### src/rtl/route_cmd_proc_pkg.sv
// Shared types for the route command processor: opcodes, FSM states, ID tag.
package route_pkg;

    typedef enum logic [1:0] {
        OP_STOP   = 2'b00,
        OP_GO     = 2'b01,
        OP_ADD    = 2'b10,
        OP_RESUME = 2'b11
    } opcode_t;

    typedef enum logic [1:0] {
        IDLE  = 2'b00,
        MOVE  = 2'b01,
        DWELL = 2'b10
    } state_t;

    // Upper two bits of a station ID word must carry this tag for the ID to be usable.
    localparam logic [1:0] ID_VALID_TAG = 2'b00;

endpackage

### src/rtl/route_cmd_proc_dest_fifo.sv
// Destination queue: synchronous FIFO with flush, simultaneous push/pop, count and head.
// A flush combined with a push leaves exactly the pushed entry in the queue.
module dest_fifo #(
    parameter int ID_W  = 6,
    parameter int DEPTH = 4
) (
    input  logic                   clk,
    input  logic                   rst,
    input  logic                   push,
    input  logic                   pop,
    input  logic                   flush,
    input  logic [ID_W-1:0]        din,
    output logic [ID_W-1:0]        head,
    output logic [$clog2(DEPTH):0] count,
    output logic                   full,
    output logic                   empty
);

    localparam int AW = $clog2(DEPTH);
    localparam int CW = AW + 1;

    logic [ID_W-1:0] mem [DEPTH];
    logic [AW-1:0]   rd_ptr;
    logic [AW-1:0]   wr_ptr;
    logic            do_push;
    logic            do_pop;

    assign empty   = (count == '0);
    assign full    = (count == CW'(DEPTH));
    assign do_pop  = pop & ~empty & ~flush;
    // A pop in the same cycle frees a slot, so a push onto a full queue still lands.
    assign do_push = push & (~full | do_pop | flush);
    assign head    = mem[rd_ptr];

    // Pointer and occupancy tracking.
    always_ff @(posedge clk or posedge rst) begin
        if (rst) begin
            rd_ptr <= '0;
            wr_ptr <= '0;
            count  <= '0;
        end else if (flush) begin
            rd_ptr <= '0;
            wr_ptr <= do_push ? AW'(1) : '0;
            count  <= do_push ? CW'(1) : '0;
        end else begin
            if (do_push) wr_ptr <= wr_ptr + AW'(1);
            if (do_pop)  rd_ptr <= rd_ptr + AW'(1);
            case ({do_push, do_pop})
                2'b10:   count <= count + CW'(1);
                2'b01:   count <= count - CW'(1);
                default: count <= count;
            endcase
        end
    end

    // Entry storage; contents are don't-care until written, so no reset.
    always_ff @(posedge clk) begin
        if (do_push) mem[flush ? '0 : wr_ptr] <= din;
    end

endmodule

### src/rtl/route_cmd_proc.sv
// Route command processor: consumes route commands and station IDs, sequences
// motion through queued destinations with dwell stops, and drives the blocked-path buzzer.
//
//  state | meaning
//  IDLE  | no active route; IDs ignored, RESUME may restart a queued route
//  MOVE  | heading to queue head; go follows Ok2Move, buzzer active when blocked
//  DWELL | stopped at an intermediate station for DWELL_CYC cycles
module route_cmd_proc
    import route_pkg::*;
#(
    parameter int ID_W      = 6,
    parameter int DEPTH     = 4,
    parameter int DWELL_CYC = 50000,
    parameter int BUZZ_HALF = 12500
) (
    input  logic                   clk,
    input  logic                   rst,
    input  logic                   cmd_rdy,
    input  logic [ID_W+1:0]        cmd,
    output logic                   clr_cmd_rdy,
    input  logic                   ID_vld,
    input  logic [ID_W+1:0]        ID,
    output logic                   clr_ID_vld,
    input  logic                   Ok2Move,
    output logic                   go,
    output logic                   in_transit,
    output logic                   buzz,
    output logic                   buzz_n,
    output logic                   arrived,
    output logic [$clog2(DEPTH):0] q_cnt,
    output logic                   err_ovf
);

    localparam int CW = $clog2(DEPTH) + 1;
    localparam int DW = $clog2(DWELL_CYC) + 1;
    localparam int BW = $clog2(BUZZ_HALF) + 1;
    localparam logic [DW-1:0] DWELL_LOAD = DW'(DWELL_CYC - 1);
    localparam logic [BW-1:0] BUZZ_LAST  = BW'(BUZZ_HALF - 1);

    state_t          state;
    logic [DW-1:0]   dwell_cnt;
    logic [BW-1:0]   buzz_cnt;
    opcode_t         op;
    logic            cmd_acc;
    logic            id_acc;
    logic            cmd_stop;
    logic            cmd_go;
    logic            cmd_add;
    logic            cmd_resume;
    logic            id_match;
    logic            fifo_push;
    logic            fifo_pop;
    logic            fifo_flush;
    logic            fifo_full;
    logic            fifo_empty;
    logic [ID_W-1:0] head;
    logic            add_drop;
    logic            q_left;
    logic            buzz_en;

    // A request is taken only when its clear pulse is not already pending.
    assign cmd_acc    = cmd_rdy & ~clr_cmd_rdy;
    assign id_acc     = ID_vld & ~clr_ID_vld;
    assign op         = opcode_t'(cmd[ID_W+1:ID_W]);
    assign cmd_stop   = cmd_acc & (op == OP_STOP);
    assign cmd_go     = cmd_acc & (op == OP_GO);
    assign cmd_add    = cmd_acc & (op == OP_ADD);
    assign cmd_resume = cmd_acc & (op == OP_RESUME);

    // STOP and GO override any ID arriving in the same cycle.
    assign fifo_flush = cmd_stop | cmd_go;
    assign id_match   = id_acc & ~fifo_flush & (state == MOVE) & ~fifo_empty &
                        (ID[ID_W+1:ID_W] == ID_VALID_TAG) & (ID[ID_W-1:0] == head);
    assign fifo_pop   = id_match;
    assign fifo_push  = cmd_go | (cmd_add & (~fifo_full | id_match));
    assign add_drop   = cmd_add & fifo_full & ~id_match;
    assign q_left     = (q_cnt > CW'(1)) | fifo_push;

    assign in_transit = (state != IDLE);
    assign go         = (state == MOVE) & Ok2Move;
    assign buzz_en    = (state == MOVE) & ~Ok2Move;
    assign buzz_n     = ~buzz;

    dest_fifo #(
        .ID_W  (ID_W),
        .DEPTH (DEPTH)
    ) u_fifo (
        .clk   (clk),
        .rst   (rst),
        .push  (fifo_push),
        .pop   (fifo_pop),
        .flush (fifo_flush),
        .din   (cmd[ID_W-1:0]),
        .head  (head),
        .count (q_cnt),
        .full  (fifo_full),
        .empty (fifo_empty)
    );

    // Consume pulses for the command and ID receivers.
    always_ff @(posedge clk or posedge rst) begin
        if (rst) begin
            clr_cmd_rdy <= 1'b0;
            clr_ID_vld  <= 1'b0;
        end else begin
            clr_cmd_rdy <= cmd_acc;
            clr_ID_vld  <= id_acc;
        end
    end

    // Route FSM with dwell timer, overflow flag and arrival pulse.
    always_ff @(posedge clk or posedge rst) begin
        if (rst) begin
            state     <= IDLE;
            dwell_cnt <= '0;
            err_ovf   <= 1'b0;
            arrived   <= 1'b0;
        end else begin
            arrived <= 1'b0;
            if (cmd_stop) begin
                state   <= IDLE;
                err_ovf <= 1'b0;
            end else if (cmd_go) begin
                state   <= MOVE;
                err_ovf <= 1'b0;
            end else begin
                if (add_drop) err_ovf <= 1'b1;
                case (state)
                    IDLE: begin
                        if (cmd_resume && !fifo_empty) state <= MOVE;
                    end
                    MOVE: begin
                        if (id_match) begin
                            if (q_left) begin
                                state     <= DWELL;
                                dwell_cnt <= DWELL_LOAD;
                            end else begin
                                state   <= IDLE;
                                arrived <= 1'b1;
                            end
                        end
                    end
                    DWELL: begin
                        if (dwell_cnt == '0) state <= MOVE;
                        else                 dwell_cnt <= dwell_cnt - DW'(1);
                    end
                    default: state <= IDLE;
                endcase
            end
        end
    end

    // Buzzer square wave, held at zero whenever the path is not blocked in MOVE.
    always_ff @(posedge clk or posedge rst) begin
        if (rst) begin
            buzz_cnt <= '0;
            buzz     <= 1'b0;
        end else if (!buzz_en) begin
            buzz_cnt <= '0;
            buzz     <= 1'b0;
        end else if (buzz_cnt == BUZZ_LAST) begin
            buzz_cnt <= '0;
            buzz     <= ~buzz;
        end else begin
            buzz_cnt <= buzz_cnt + BW'(1);
        end
    end

endmodule

### config.mk
export PLATFORM = sky130hd
export DESIGN_NAME = route_cmd_proc
export DESIGN_NICKNAME = d
export VERILOG_FILES = /design/src/rtl/route_cmd_proc_pkg.sv /design/src/rtl/route_cmd_proc_dest_fifo.sv /design/src/rtl/route_cmd_proc.sv
export SDC_FILE = /design/constraint.sdc
export NUM_CORES = 1
export LEC_CHECK = 0
export CAP_MARGIN = 20
export CORE_MARGIN = 5
export CORE_UTILIZATION = 40
export CTS_CLUSTER_DIAMETER = 150
export DETAILED_ROUTE_END_ITERATION = 7
export PLACE_DENSITY = 0.59
export SETUP_SLACK_MARGIN = 0.1
export SLEW_MARGIN = 5
export SYNTH_ARGS = -nofsm -noshare
export SYNTH_HDL_FRONTEND = slang
export SYNTH_SLANG_ARGS = --single-unit
### constraint.sdc
create_clock -name clk -period 8.5 [get_ports clk]
set_clock_uncertainty 0.1 [all_clocks]
set_input_delay 1.7 -clock clk [delete_from_list [all_inputs] [get_ports clk]]
set_output_delay 1.7 -clock clk [all_outputs]
set_load 0.005 [all_outputs]
==> results.ini <==
[status]
status=finished clean

[clock_tree]
htreeDepth=3
clock_path_buffers=2
cts_setup_buffers=0
cts_root_buf=clkbuf_8
cts_sinks=70
cts_hold_buf=0
tritoncts=yes
numCtsBuffers=9
path_clk_slew_ns=0.08
clk_latency_ns=0.36
cts-resized-gates=0

[critical_path]
critPathKind=in -> out
cp_max_fo=3
crit_arrival_ns=2.87
endpoint=go
critPathLaunchType=input port
r2r_slack_ns=4.76
rr_startpoint=u_fifo.rd_ptr[0]$_DFFE_PP0P_
end_kind=output pin
cp.required_ns=6.70
rr_worst_depth=6
r2r-end=u_fifo.mem[0][1]$_DFFE_PP_
cp-startpoint=Ok2Move

[synthesis]
yosysWarnings=0
synth.avg_cell_area_um2=10.5
syn_inst=338
synth-async-reset-ratio_pct=65.7
seq_area_frac_synth_pct=52.6
netlist-cell-type-count=54
synth_edf_count=24
syn-num-nets=365
synth_flop_cell=dfrtp_1
syn_area_um2=3560
synth_seq_cells=70

[sta]
tightest_slew_ns=1.00
fmax_ghz=0.214
rsz0062_at_grt=false
whs_ns=0.393
setup_viol=0
period_needed_ns=4.67
drv_slew=0
fin_setup_tns_ns=0
slew_headroom_pct=32.8
hold_viol_final=0
post-route-period-util_pct=55.0

[placement]
dp.cells=467
placed_cell_area_um2=3940
dp_hpwl_um=5180
routabilityCongestion=0.761
portBuffers=31

[floorplan]
dieHeight_um=104
initial_core_util_pct=41.0
io_pins=32
die_w_um=104
core_um2=8680
num_rows=34
fp.dieArea_um2=10900

[power]
pwr-share-clk_pct=39.8
switching_share_pct=25.7
peakVddDrop_v=0.000101
p_leak_uw=0.00162
power.switching_uw=195
pwr-share-seq_pct=48.7
p_int_uw=564
p_per_area_nw_per_um2=182
comb_power_share_pct=11.5

[drt]
wl_um=7250
vias_per_cell=5.34
vias=2586
drt_iter0_markers=102
antenna_left=0
routedWlPerCell_um=15.0
first_pass_iters=4
drc=0

[final_layout]
multi_input_area_um2=1580
antenna-diode-count=0
instances_no_fill=484
register_area_um2=1870
area.growth.synth_to_final_pct=17.5
stdcell_area_um2=4180
layout.nets=398
num-fill-cells=822
final_util_pct=48.2
layout-drive-gt1-share_pct=7.98

[worst_hold_path]
worstHoldPathType=reg -> reg
hold_depth=1

[job]
cap_violations=0

[global_routing]
antenna_found_initial=0
grt_pass1_wl_um=12300
grt_overflow=0
grt.total_usage_pct=13.9
grt_max_degree=47
grt_pass1_vias=2548

## power by group through the flow
stage / Sequential (uW) / Clock [uW] / Combinational, uW
2_1_floorplan: 374 / 0 / 53.7
3_3_place_gp: 376 / 0 / 86.7
3_5_place_dp: 377 / 0 / 87.4
4_1_cts: 370 / 310 / 87.7
5_1_grt: 371 / 321 / 97.9
6_report: 370 / 302 / 87.6
## synthesized netlist by cell type, types with 5 or more instances
| cell type | instances | share of area, % |
|---|---|---|
| nor4_1 | 6 | 1.1 |
| xnor2_1 | 13 | 3.2 |
| nor3_1 | 9 | 1.3 |
| inv_1 | 10 | 1.1 |
| dfrtp_1 | 46 | 32 |
| a31oi_1 | 14 | 2.5 |
| nand2b_1 | 7 | 1.2 |
| o21ai_1 | 12 | 1.7 |
| nand2_1 | 37 | 3.9 |
| edfxtp_1 | 24 | 20 |
| a21oi_1 | 11 | 1.5 |
| nand4_1 | 5 | 0.88 |
| and3_1 | 9 | 1.6 |
| nand3_1 | 9 | 1.3 |
| xor2_1 | 13 | 3.2 |
| ha_1 | 6 | 2.1 |
| mux2i_1 | 11 | 3.1 |
| nor2_1 | 36 | 3.8 |
## sequential cells by signal, indices dropped and copies added (netlist names)
register and count:
state 2, clr_ID_vld 1, u_fifo.count 3, buzz_cnt 15, err_ovf 1, buzz 1
dwell_cnt 17, u_fifo.wr_ptr 2, clr_cmd_rdy 1, u_fifo.mem 24, arrived 1, u_fifo.rd_ptr 2
## placed cells by master, fill, tap and decap left out, types with 2 or more instances in the layout
| master | instances |
|---|---|
| clkinvlp_4 | 2 |
| or4_1 | 2 |
| ha_1 | 6 |
| mux4_2 | 2 |
| inv_1 | 9 |
| nor3_1 | 9 |
| nor3_2 | 3 |
| nand3_1 | 9 |
| mux2i_1 | 11 |
| nand2_1 | 37 |
| and2_1 | 4 |
| nor2_1 | 36 |
| nor3b_1 | 2 |
| bufinv_16 | 2 |
| o211ai_1 | 3 |
| o31ai_1 | 2 |
| nor2b_1 | 3 |
| xor2_1 | 13 |
| inv_2 | 2 |
| nor4_1 | 6 |
| edfxtp_1 | 24 |
| o21a_1 | 4 |
| clkdlybuf4s50_1 | 31 |
| clkbuf_8 | 9 |
| dfrtp_1 | 46 |
| and3_1 | 9 |
| nand4_1 | 5 |
| a31oi_1 | 14 |
| xnor2_1 | 13 |
| a21oi_1 | 11 |
| o21ai_1 | 12 |
| nand2b_1 | 7 |
| o21ai_0 | 4 |
## worst max-delay path, stage by stage
cell             delay [ns]
clkdlybuf4s50_1        0.51
and2_1                 0.16
clkdlybuf4s50_1        0.51
## cell families after synthesis
family | synth area share (%)
fa+ha+maj | 2.11
xor+xnor | 6.40
simple gates | 19.3
flops | 52.6
compound gates | 12.2
mux | 4.36
buf+inv | 2.99
## worst min path at each step
stage / startpoint / slack [ns] / end
2_1_floorplan: dwell_cnt[12]$_DFFE_PP0P_ / 0.35 / dwell_cnt[12]$_DFFE_PP0P_
3_3_place_gp: clr_ID_vld$_DFF_PP0_ / 0.38 / clr_ID_vld$_DFF_PP0_
3_5_place_dp: dwell_cnt[12]$_DFFE_PP0P_ / 0.38 / dwell_cnt[12]$_DFFE_PP0P_
4_1_cts: dwell_cnt[12]$_DFFE_PP0P_ / 0.39 / dwell_cnt[12]$_DFFE_PP0P_
5_1_grt: dwell_cnt[12]$_DFFE_PP0P_ / 0.41 / dwell_cnt[12]$_DFFE_PP0P_
6_report: dwell_cnt[12]$_DFFE_PP0P_ / 0.39 / dwell_cnt[12]$_DFFE_PP0P_
## routing by layer
layer  global-route usage [%]  vias to the layer above  routed length (um)
met1                     19.1                     1233                3570
met4                     5.46                        0                 127
met2                     20.9                       50                3240
li1                         -                     1291                   -
met3                     3.72                       12                 309
met5                        0                        -                   0
## per-stage QoR
stage / power [uW] / setup WS (ns)
after floorplan: 428 / 4.88
after CTS: 767 / 3.81
after global routing: 790 / 3.77
after global placement: 463 / 3.80
final: 759 / 3.83
after detailed placement: 464 / 3.74
## layout make-up
type                       instances  area share (%)
timing repair buffer              32            7.90
sequential                        70            44.8
inverter                          11           0.988
clock buffer                       9            2.96
tap                              108            3.23
clock inverter                     7            2.34
multi-input combinational        247            37.8
No activity file was read; power rests on OpenSTA's default activity.
